## src/rtl/alu_issue.sv

```systemverilog
// alu_issue: two-stage issue/writeback stage around an external 16-bit
// combinational ALU. Accepts one instruction per cycle, reads two operands
// from an internal register file (r0 hard-wired to zero), registers them
// into the ALU inputs, and writes the ALU result (or an immediate) back to
// the destination register on the following edge. A single-entry EX stage
// forwards its writeback value to the instruction being issued, so
// read-after-write hazards never stall.
//
// Ports:
//   clk, rst            rising-edge clock, synchronous active-high reset
//   instr_valid/ready   issue handshake; instr_ready = !hold
//   instr_ld            load instr_imm into rd (ALU result ignored)
//   instr_op            ALU opcode (000 and, 001 or, 010 add, 110 sub, 111 slt)
//   instr_rd/rs/rt      destination / x-source / y-source indices
//   instr_imm           immediate for loads
//   hold                blocks acceptance; EX still drains
//   alu_x/alu_y         registered ALU operands
//   alu_opcode          registered ALU opcode
//   alu_s               combinational ALU result
//   res_valid/rd/data   one-cycle writeback report
//   err                 sticky illegal-opcode flag
//   retired             wrapping retired-instruction counter
module alu_issue #(
  parameter int NREGS = 8,
  parameter int WIDTH = 16
) (
  input  logic             clk,
  input  logic             rst,
  input  logic             instr_valid,
  output logic             instr_ready,
  input  logic             instr_ld,
  input  logic [2:0]       instr_op,
  input  logic [2:0]       instr_rd,
  input  logic [2:0]       instr_rs,
  input  logic [2:0]       instr_rt,
  input  logic [WIDTH-1:0] instr_imm,
  input  logic             hold,
  output logic [WIDTH-1:0] alu_x,
  output logic [WIDTH-1:0] alu_y,
  output logic [2:0]       alu_opcode,
  input  logic [WIDTH-1:0] alu_s,
  output logic             res_valid,
  output logic [2:0]       res_rd,
  output logic [WIDTH-1:0] res_data,
  output logic             err,
  output logic [15:0]      retired
);

  logic [WIDTH-1:0] rf [NREGS];

  logic             ex_valid;
  logic             ex_ld;
  logic             ex_ill;
  logic [2:0]       ex_rd;
  logic [WIDTH-1:0] ex_imm;

  logic             accept;
  logic             in_ill;
  logic [WIDTH-1:0] wb_value;
  logic             ex_fwd;
  logic [WIDTH-1:0] src_x;
  logic [WIDTH-1:0] src_y;

  assign instr_ready = !hold;
  assign accept      = instr_valid && instr_ready && !rst;
  assign in_ill      = !instr_ld && (instr_op inside {3'b011, 3'b100, 3'b101});
  assign wb_value    = ex_ld ? ex_imm : alu_s;

  // An illegal instruction in EX never writes the register file, so it must
  // not forward either; its rd is read from the register file instead.
  assign ex_fwd = ex_valid && !ex_ill && (ex_rd != '0);

  always_comb begin
    src_x = '0;
    src_y = '0;
    if (instr_rs != '0) begin
      if (ex_fwd && (ex_rd == instr_rs)) src_x = wb_value;
      else                               src_x = rf[instr_rs];
    end
    if (instr_rt != '0) begin
      if (ex_fwd && (ex_rd == instr_rt)) src_y = wb_value;
      else                               src_y = rf[instr_rt];
    end
  end

  always_ff @(posedge clk) begin
    if (rst) begin
      for (int unsigned i = 0; i < NREGS; i++) rf[i] <= '0;
      ex_valid   <= 1'b0;
      ex_ld      <= 1'b0;
      ex_ill     <= 1'b0;
      ex_rd      <= '0;
      ex_imm     <= '0;
      alu_x      <= '0;
      alu_y      <= '0;
      alu_opcode <= '0;
      res_valid  <= 1'b0;
      res_rd     <= '0;
      res_data   <= '0;
      err        <= 1'b0;
      retired    <= '0;
    end else begin
      // Writeback of the instruction currently in EX.
      res_valid <= ex_valid;
      if (ex_valid) begin
        res_rd  <= ex_rd;
        retired <= retired + 16'd1;
        if (ex_ill) begin
          res_data <= '0;
          err      <= 1'b1;
        end else begin
          res_data <= wb_value;
          if (ex_rd != '0) rf[ex_rd] <= wb_value;
        end
      end

      // Issue into EX; ALU operand registers hold when nothing is accepted.
      ex_valid <= accept;
      if (accept) begin
        ex_ld      <= instr_ld;
        ex_ill     <= in_ill;
        ex_rd      <= instr_rd;
        ex_imm     <= instr_imm;
        alu_x      <= src_x;
        alu_y      <= src_y;
        alu_opcode <= instr_ld ? 3'b000 : instr_op;
      end
    end
  end

endmodule
```

## config.mk

```make
export PLATFORM = sky130hd
export DESIGN_NAME = alu_issue
export DESIGN_NICKNAME = d
export VERILOG_FILES = /design/src/rtl/alu_issue.sv
export SDC_FILE = /design/constraint.sdc
export NUM_CORES = 1
export LEC_CHECK = 0
export ABC_AREA = 1
export CAP_MARGIN = 20
export CORE_UTILIZATION = 35
export DETAILED_ROUTE_END_ITERATION = 8
export PLACE_DENSITY_LB_ADDON = 0.25
export SYNTH_ARGS = -nofsm -noshare
export SYNTH_HDL_FRONTEND = slang
export SYNTH_SLANG_ARGS = --single-unit
```

## constraint.sdc

```tcl
create_clock -name clk -period 5.9 [get_ports clk]
set_input_delay 0.885 -clock clk [delete_from_list [all_inputs] [get_ports clk]]
set_output_delay 0.885 -clock clk [all_outputs]
set_load 0.01 [all_outputs]
```

## After elaboration in Yosys (flattened, before gate mapping)

Memories as Yosys holds them, arrays and structs flattened.
Index checks and enable logic that the tools add are counted.

| cells by class | value |
|---|---|
| $add $sub $neg | 1 |
| equal/unequal tests | 5 |
| muxes and demuxes | 17 |
| reductions and logical operators | 17 |

Operators by type and width:

| cell | number |
|---|---|
| $mux 16 | 7 |
| $add 16x1->16 const B | 1 |
| $reduce_or 16->1 | 1 |
| $reduce_bool 3->1 | 4 |
| $mux 1 | 8 |
| $logic_and 1x1->1 | 7 |
| $eq 3x3->1 | 2 |
| $eq 3x3->1 const B | 2 |
| $mux 3 | 2 |
| $logic_not 1->1 | 4 |
| $eq 3x2->1 const B | 1 |
| $reduce_and 2->1 | 1 |

| storage, ports and cells | value |
|---|---|
| bits in registers | 94 |
| bits in writable memories | 128 |
| input port bits | 49 |
| output and inout port bits | 73 |
| memories kept | 1 |

Memories:

| memory | depth | bits a word | read ports | clocked after memory_dff | write ports | RTL line | RTL |
|---|---|---|---|---|---|---|---|
| rf | 8 | 16 | 2 | 0 | 8 | 49 | `logic [WIDTH-1:0] rf [NREGS];` |

## Logic depth before layout (Yosys ltp)

Gate-level depths: netlist of run 1.

| logic depth | value |
|---|---|
| depth after elaboration | 8 |
| gate-level depth with buffers | 11 |
| mapped depth without buffers | 9 |

## Worst setup path before layout of run 1

OpenSTA, ideal clock, no wires.

| timing | value |
|---|---|
| path type | input -> register |
| start point | input rst |
| end point | memory rf[1][0], enable pin |
| library setup time | 0.372 ns |
| data arrival time | 2.021 ns |
| data required time | 5.528 ns |
| path slack | 3.508 ns |
| cell stages on the path | 7 |
| buffers on the path | 2 |
| path through | clkbuf_1 -> nor2_4 -> nand2_1 -> clkinv_2 -> nand2_4 -> buf_6 -> nand2_1 |

RTL lines:

| item | RTL line | RTL |
|---|---|---|
| from (decl) | 28 | `input logic rst,` |
| to (decl) | 49 |  |

## Worst setup path after layout of run 1

| timing | value |
|---|---|
| start point | input instr_rs[1] |
| end point | register alu_x[3] |

| between the ends | value |
|---|---|
| word-level cells in the longest chain between the ends | 4 |
| elaborated cells on any way between the ends | 6 |
| those cells by class | eq/ne: 1; mux: 2; reduce/logical: 2; memory: 1 |

Ends and longest elaborated chain:

| item | RTL line | RTL |
|---|---|---|
| from (decl) | 34 | `input logic [2:0] instr_rs,` |
| parallel branches: the longest is 3 deep, another holds $mem_v2 8x16 | - |  |
| $mux 16 (*) | 76 | `if (instr_rs != '0) begin` |
| to (signal assigned) | 124 | `alu_x <= src_x;` |
| to (decl) | 38 | `output logic [WIDTH-1:0] alu_x,` |

Mark *: on every way between the ends.
A chain may end at the register's enable or synchronous reset.

==> impl_results.md, run 1 <==
- Htree depth: 1
- Die width: approximately 180 um
- Max stage delay cell, worst path: clkdlybuf4s50_1
- Status: completed
- CTS Hold Bufs: 0
- Max-Cap Viols: 0
- R2R Setup Slk: about 2.6 ns
- Total track usage: 23.9%
- Worst path required time: 6.35 ns
- Die H: approximately 180 um
- Critical-path cell list: clkdlybuf4s50_1 -> inv_2 -> nand2_1 -> nand2_1 -> nor2_2 -> nand3_2 -> nand2_1 -> nand3_1 -> a21oi_1
- Starting Density: 35.5%
- Post-synth EDFFs: 128
- WP data arrival: ~4 ns
- Core box area: 0.0305 sq mm
- Drt wl/cell: just over 20 um
- RSZ-0062 raised after global routing: false
- DR vias: 10.0k
- Rows: between 60 and 70
- Via-per-instance ratio: 5.33
- Clock slew at reported path FFs: around 0.06 ns
- Yosys Warn Count: 0
- GR Overflow Total: 0
- DIE AREA: approximately 0.032 sq mm
- Cts bufs inserted: 25
- Leakage: between 5 and 6 nW
- Setup TNS: 0 ns
- Largest net degree at the start of global routing: 70
- Commonest non-fill, non-tap cell in the layout: nand2_1
- Drt total wl: 37.8 mm
- Post-CTS sizing: 0
- TritonRoute pass-1 iters: 6
- TritonCTS Sinks: around 220
- CP Capture Type: flop
- PwrDens: slightly below 300 mW/mm^2
- # port buffers: approximately 120
- First-pass GRT wire length: 56.7 mm
- Synth area leader: edfxtp_1
- Critical-path maximum fanout: 25
- Finished Core Util: 43.5%
- Initial DRC Count: 1122
- Worst-margin pin slew: around 1.2 ns
- Nets: roughly 1.5k
- Syn Inst Count: roughly 1.4k
- Worst setup startpoint: instr_rs[1]
- Setup violations, final: 0
- Io pins: ~120
- Start of the worst register-to-register path: ex_ill$_SDFFE_PP0P_
- HP Class: reg -> reg
- Share of post-route cells with drive strength above 1: 6.20%
- Clk buf depth: 3
- Synth top area share: ~36%
- Synthesis-to-finish area growth: 22.7%
- Largest stage delay, worst path: around 0.89 ns
- Final max-slew violation count: 0
- FF+latch count, synth: 222
- Final Cycle Share: between 50% and 60%
- Final Wtd Congestion: between 0.8 and 0.9
- Fin crit period: 3.49 ns
- Min-delay src: ex_imm[5]$_SDFFE_PP0P_
- Most frequent cells in the layout: 439 x nand2_1, 229 x nand3_1, 163 x nor2_1
- Seq/Total Area, Yosys: 52.9%
- Mapped Area: 0.0108 sq mm
- FMAX: ~0.29 GHz
- Fraction of registers with async set/reset: 0%
- VDD IR max: a little over 0.2 mV
- Latest clock arrival within the worst-skew pair: ~0.53 ns
- Avg Synthesized Cell Area: a little under 8 sq um
- Critical R2R Capture: rf[2][5]$_SDFFCE_PN0P_
- Post-DP HPWL: 24.7 mm
- Distinct cells, synth: 36
- Reg2reg path depth: 8
- Crit Path Class: in -> reg
- Clock root cell: clkbuf_16
- Largest cells by area after synthesis: edfxtp_1 36%, dfxtp_1 17%, nand2_1 15%, nand3_1 11%, nor2_1 5.7%
- CP Launch Type: input pin
- Diode count: 0
- Worst path most repeated cell: nand2_1
- CTS tree: done
- Vias in the first global route: 9237
- Post-CTS Setup Bufs: 0
- Main synth FF type: edfxtp_1
- Residual DRC: 0
- Antenna violations before repair: 0
- Post-route ant nets: 0
- Worst slew margin: between 20% and 30%
- Clock skew: 0.0215 ns
- Setup crit end: alu_x[3]$_SDFFE_PP0P_
- Final Hold Fails: 0
## metal layers
layer / up-vias / GRT usage, % / part of all wire [%]
li1: 4749 / - / -
met1: 4795 / 34.2 / 44
met2: 401 / 37.4 / 45
met3: 75 / 2.38 / 6.8
met4: 0 / 8.40 / 3.9
met5: - / 0 / 0
## flip-flops by register name, indices dropped and copies added (netlist names)
signal / flops
ex_valid: 1
ex_rd: 3
alu_x: 16
rf: 128
res_rd: 3
retired: 16
res_valid: 1
res_data: 16
alu_opcode: 3
alu_y: 16
ex_imm: 16
err: 1
ex_ill: 1
ex_ld: 1
## through the flow
stage	worst slack (ns)	cells	hold slack [ns]	area, sq um	power (mW)
after floorplan	3.51	1385	0.434	10900	2.01
after global placement	2.03	1833	0.444	12400	2.23
after detailed placement	2.00	1834	0.450	12400	2.23
after CTS	2.53	1878	0.459	13300	3.94
after global routing	2.16	1879	0.482	13300	4.05
final	2.41	1879	0.461	13300	3.93
## how the worst min path moves through the flow
stage                              end  slack [ns]  cells past startpoint
4_1_cts         ex_imm[1]$_SDFFE_PP0P_        0.46                      2
6_report        ex_imm[5]$_SDFFE_PP0P_        0.46                      2
3_3_place_gp    ex_imm[9]$_SDFFE_PP0P_        0.44                      2
3_5_place_dp    ex_imm[1]$_SDFFE_PP0P_        0.45                      2
5_1_grt        ex_imm[11]$_SDFFE_PP0P_        0.48                      2
2_1_floorplan  ex_imm[11]$_SDFFE_PP0P_        0.43                      2
## cells by family after synthesis
logic type,share of synthesized area [%]
simple gates,33.9
flops,52.9
buf+inv,5.50
compound gates,7.08
xor+xnor,0.486
fa+ha+maj,0.116
other cells,0.0347
## cell type report
type,count,area (sq um)
Fill cell,3005,17200
Sequential cell,222,5730
Multi-Input combinational cell,1018,4580
Timing Repair Buffer,144,1370
Clock buffer,25,626
Tap cell,396,495
Clock inverter,19,269
Inverter,55,208
## cells in the mapped netlist (all sizes together), types with 5 or more instances
cell type,number
nand2,444
a211oi,14
nor3,5
nand4,17
o21ai,33
nor2,166
clkbuf,57
dfxtp,94
inv,51
edfxtp,128
a21oi,60
nand3,233
buf,33
a2bb2oi,16
## critical path: cells and delay by family
kind                   cells  cell delay [ns]
buffers and inverters      2             1.31
AO/OA/AOI/OAI              1             0.16
AND/OR/NAND/NOR            6             1.55
## where the power goes
part	internal [mW]	leakage [nW]	total, mW	switching [mW]
combinational	0.148	2.72	0.475	0.328
sequential	1.70	2.08	1.73	0.0396
clock	1.07	0.435	1.72	0.648
total	2.92	5.23	3.93	1.02
Power figures use the tool's default switching activity.
==> run 2: changes to the inputs <==
Clock period 5.9 ns to 3.4 ns, I/O delays scaled along.
==> impl_results.md, run 2 (synthesis gave the netlist of run 1 again) <==
- CTS tree: done
- VDD IR max: 0.376 mV (+82%)
- Pre-CTS WS: 0.755 ns (-1.25 ns)
- Critical-path maximum fanout: 17 (-32%)
- Final Cycle Share: approximately 73%
- Rows: 64 (unchanged)
- DIE AREA: 0.0316 sq mm (unchanged)
- RSZ-0062 raised after global routing: false
- DR vias: 10.2k (+1.5%)
- First-pass GRT wire length: 57.3 mm (+0.96%)
- HP Class: in -> reg
- Post-route ant nets: 0 (unchanged)
- Via-per-instance ratio: 5.36 (+0.43%)
- Post-CTS sizing: 0 (unchanged)
- Area of placed instances: 0.0125 sq mm (+1.2%)
- Worst-margin pin slew: 1.01 ns (-0.163 ns)
- Hold_ws: 0.396 ns (-0.0645 ns)
- Worst path required time: 3.55 ns (-2.80 ns)
- CP Capture Type: flop
- Residual DRC: 0 (unchanged)
- Sw Ratio: 26.5% (+0.72 points)
- Largest net degree at the start of global routing: 76 (+8.6%)
- Setup violations, final: 0 (unchanged)
- Cts bufs inserted: 25 (unchanged)
- Clock skew: 0.0176 ns (-0.00390 ns)
- Clock power share: 41.9% (-1.9 points)
- Max FFs per register: 128 (unchanged)
- Internal cell power: 4.89 mW (+68%)
- Total track usage: 24.1% (+0.22 points)
- TritonCTS Sinks: 222 (unchanged)
- Worst slew margin: 32.5% (+11 points)
- Setup TNS: 0 ns (unchanged)
- Core box area: 0.0305 sq mm (unchanged)
- Vias in the first global route: 9462 (+2.4%)
- Fin area: 0.0134 sq mm (+0.93%)
- Seq pwr share: 45.1% (+1.0 points)
- Drt total wl: 38.1 mm (+0.80%)
- Final Wtd Congestion: 0.864 (-3.1%)
- Clock slew at reported path FFs: 0.06 ns (about the same)
- Share of post-route cells with drive strength above 1: 7.25% (+1.0 points)
- Crit Path Class: reg -> reg
- PwrDens: 497 mW/mm^2 (+68%)
- CTS Hold Bufs: 0 (unchanged)
- Drt wl/cell: 20.1 um (-0.26%)
- Leakage: 5.32 nW (+1.7%)
- Diode count: 0 (unchanged)
- Die H: 178 um (unchanged)
- Final Hold Fails: 0 (unchanged)
- Max-Cap Viols: 0 (unchanged)
- Io pins: 122 (unchanged)
- Switching power: 1.77 mW (+74%)
- Clock root cell: clkbuf_16
- Starting Density: 35.5% (unchanged)
- Finished Core Util: 43.9% (+0.41 points)
- Nets: 1535 (+1.3%)
- TritonRoute pass-1 iters: 6 (unchanged)
- GR Overflow Total: 0 (unchanged)
- Reg2reg path depth: 8 (unchanged)
- Comb pwr share: 13.0% (+0.9 points)
- Initial DRC Count: 979 (-13%)
- Reg with most FFs: rf
- Clk buf depth: 3 (unchanged)
- Commonest non-fill, non-tap cell in the layout: nand2_1
- WP data arrival: 2.63 ns (-1.31 ns)
- CP Launch Type: flop
- Worst setup margin: 0.923 ns (-1.49 ns)
- Antenna violations before repair: 0 (unchanged)
- FMAX: 0.404 GHz
- Final max-slew violation count: 0 (unchanged)
- Synthesis-to-finish area growth: 23.8%
- Post-CTS Setup Bufs: 0 (unchanged)
- Latest clock arrival within the worst-skew pair: 0.53 ns (about the same)
- Die width: 178 um (unchanged)
- Most frequent cells in the layout: 439 x nand2_1, 229 x nand3_1, 163 x nor2_1
- Status: completed
- Htree depth: 1 (unchanged)
- Post-DP HPWL: 25.1 mm (+1.7%)
- Worst Hold Path Cells: 2 (unchanged)
- # port buffers: 121 (unchanged)
- Fin crit period: between 2 and 2.5 ns
run 2: changes by cell type in the layout (fill, tap and decap cells not counted), sizes merged:
cell / before / now
clkinv: 14 / 11
clkbuf: 25 / 36
inv: 52 / 51
bufinv: 7 / 1
buf: 26 / 45
run 2: power by group through the flow:
stage	Clock (mW)	Sequential, mW	Combinational (mW)
3_3_place_gp	0	3.06	0.834
6_report	2.79	3.00	0.865
4_1_cts	2.81	3.01	0.841
3_5_place_dp	0	3.06	0.839
5_1_grt	2.91	3.01	0.927
2_1_floorplan	0	3.05	0.440
run 2: cell type report:
type / count / area [sq um]
repair buffers: 163 / 1560
well taps: 396 / 495
fillers: 3003 / 17100
clock inverters: 9 / 71.3
inverters: 55 / 208
multi-input cells: 1018 / 4560
flip-flops and latches: 222 / 5730
clock buffers: 36 / 782
run 2: through the flow:
step	power (mW)	std cells
6_report	6.66	1899
5_1_grt	6.85	1899
4_1_cts	6.66	1898
3_5_place_dp	3.90	1853
3_3_place_gp	3.89	1852
2_1_floorplan	3.49	1385
run 2: worst max-delay path, stage by stage (launching register included):
cell     delay [ns]
dfxtp_1        0.34
inv_1          0.06
nand2_1        0.04
buf_4          0.20
a21oi_4        0.15
inv_2          0.06
nor2_4         0.14
nand3_2        0.37
nand2_1        0.74
run 2: path summary, 6_finish.rpt:
check / start / end / slack [ns]
max: ex_ill$_SDFFE_PP0P_ / rf[4][11]$_SDFFCE_PN0P_ / 0.92
min: rst / res_data[0]$_SDFFE_PP0P_ / 0.40
max reg2reg: ex_ill$_SDFFE_PP0P_ / rf[4][11]$_SDFFCE_PN0P_ / 0.92
min reg2reg: ex_imm[9]$_SDFFE_PP0P_ / ex_imm[9]$_SDFFE_PP0P_ / 0.46
run 2: layer usage:
layer	vias to the layer above	track usage [%]	share of wire [%]
li1	4789	-	-
met1	4824	33.4	43
met2	469	37.9	45
met3	88	2.42	6.9
met4	0	11.0	4.7
met5	-	0	0
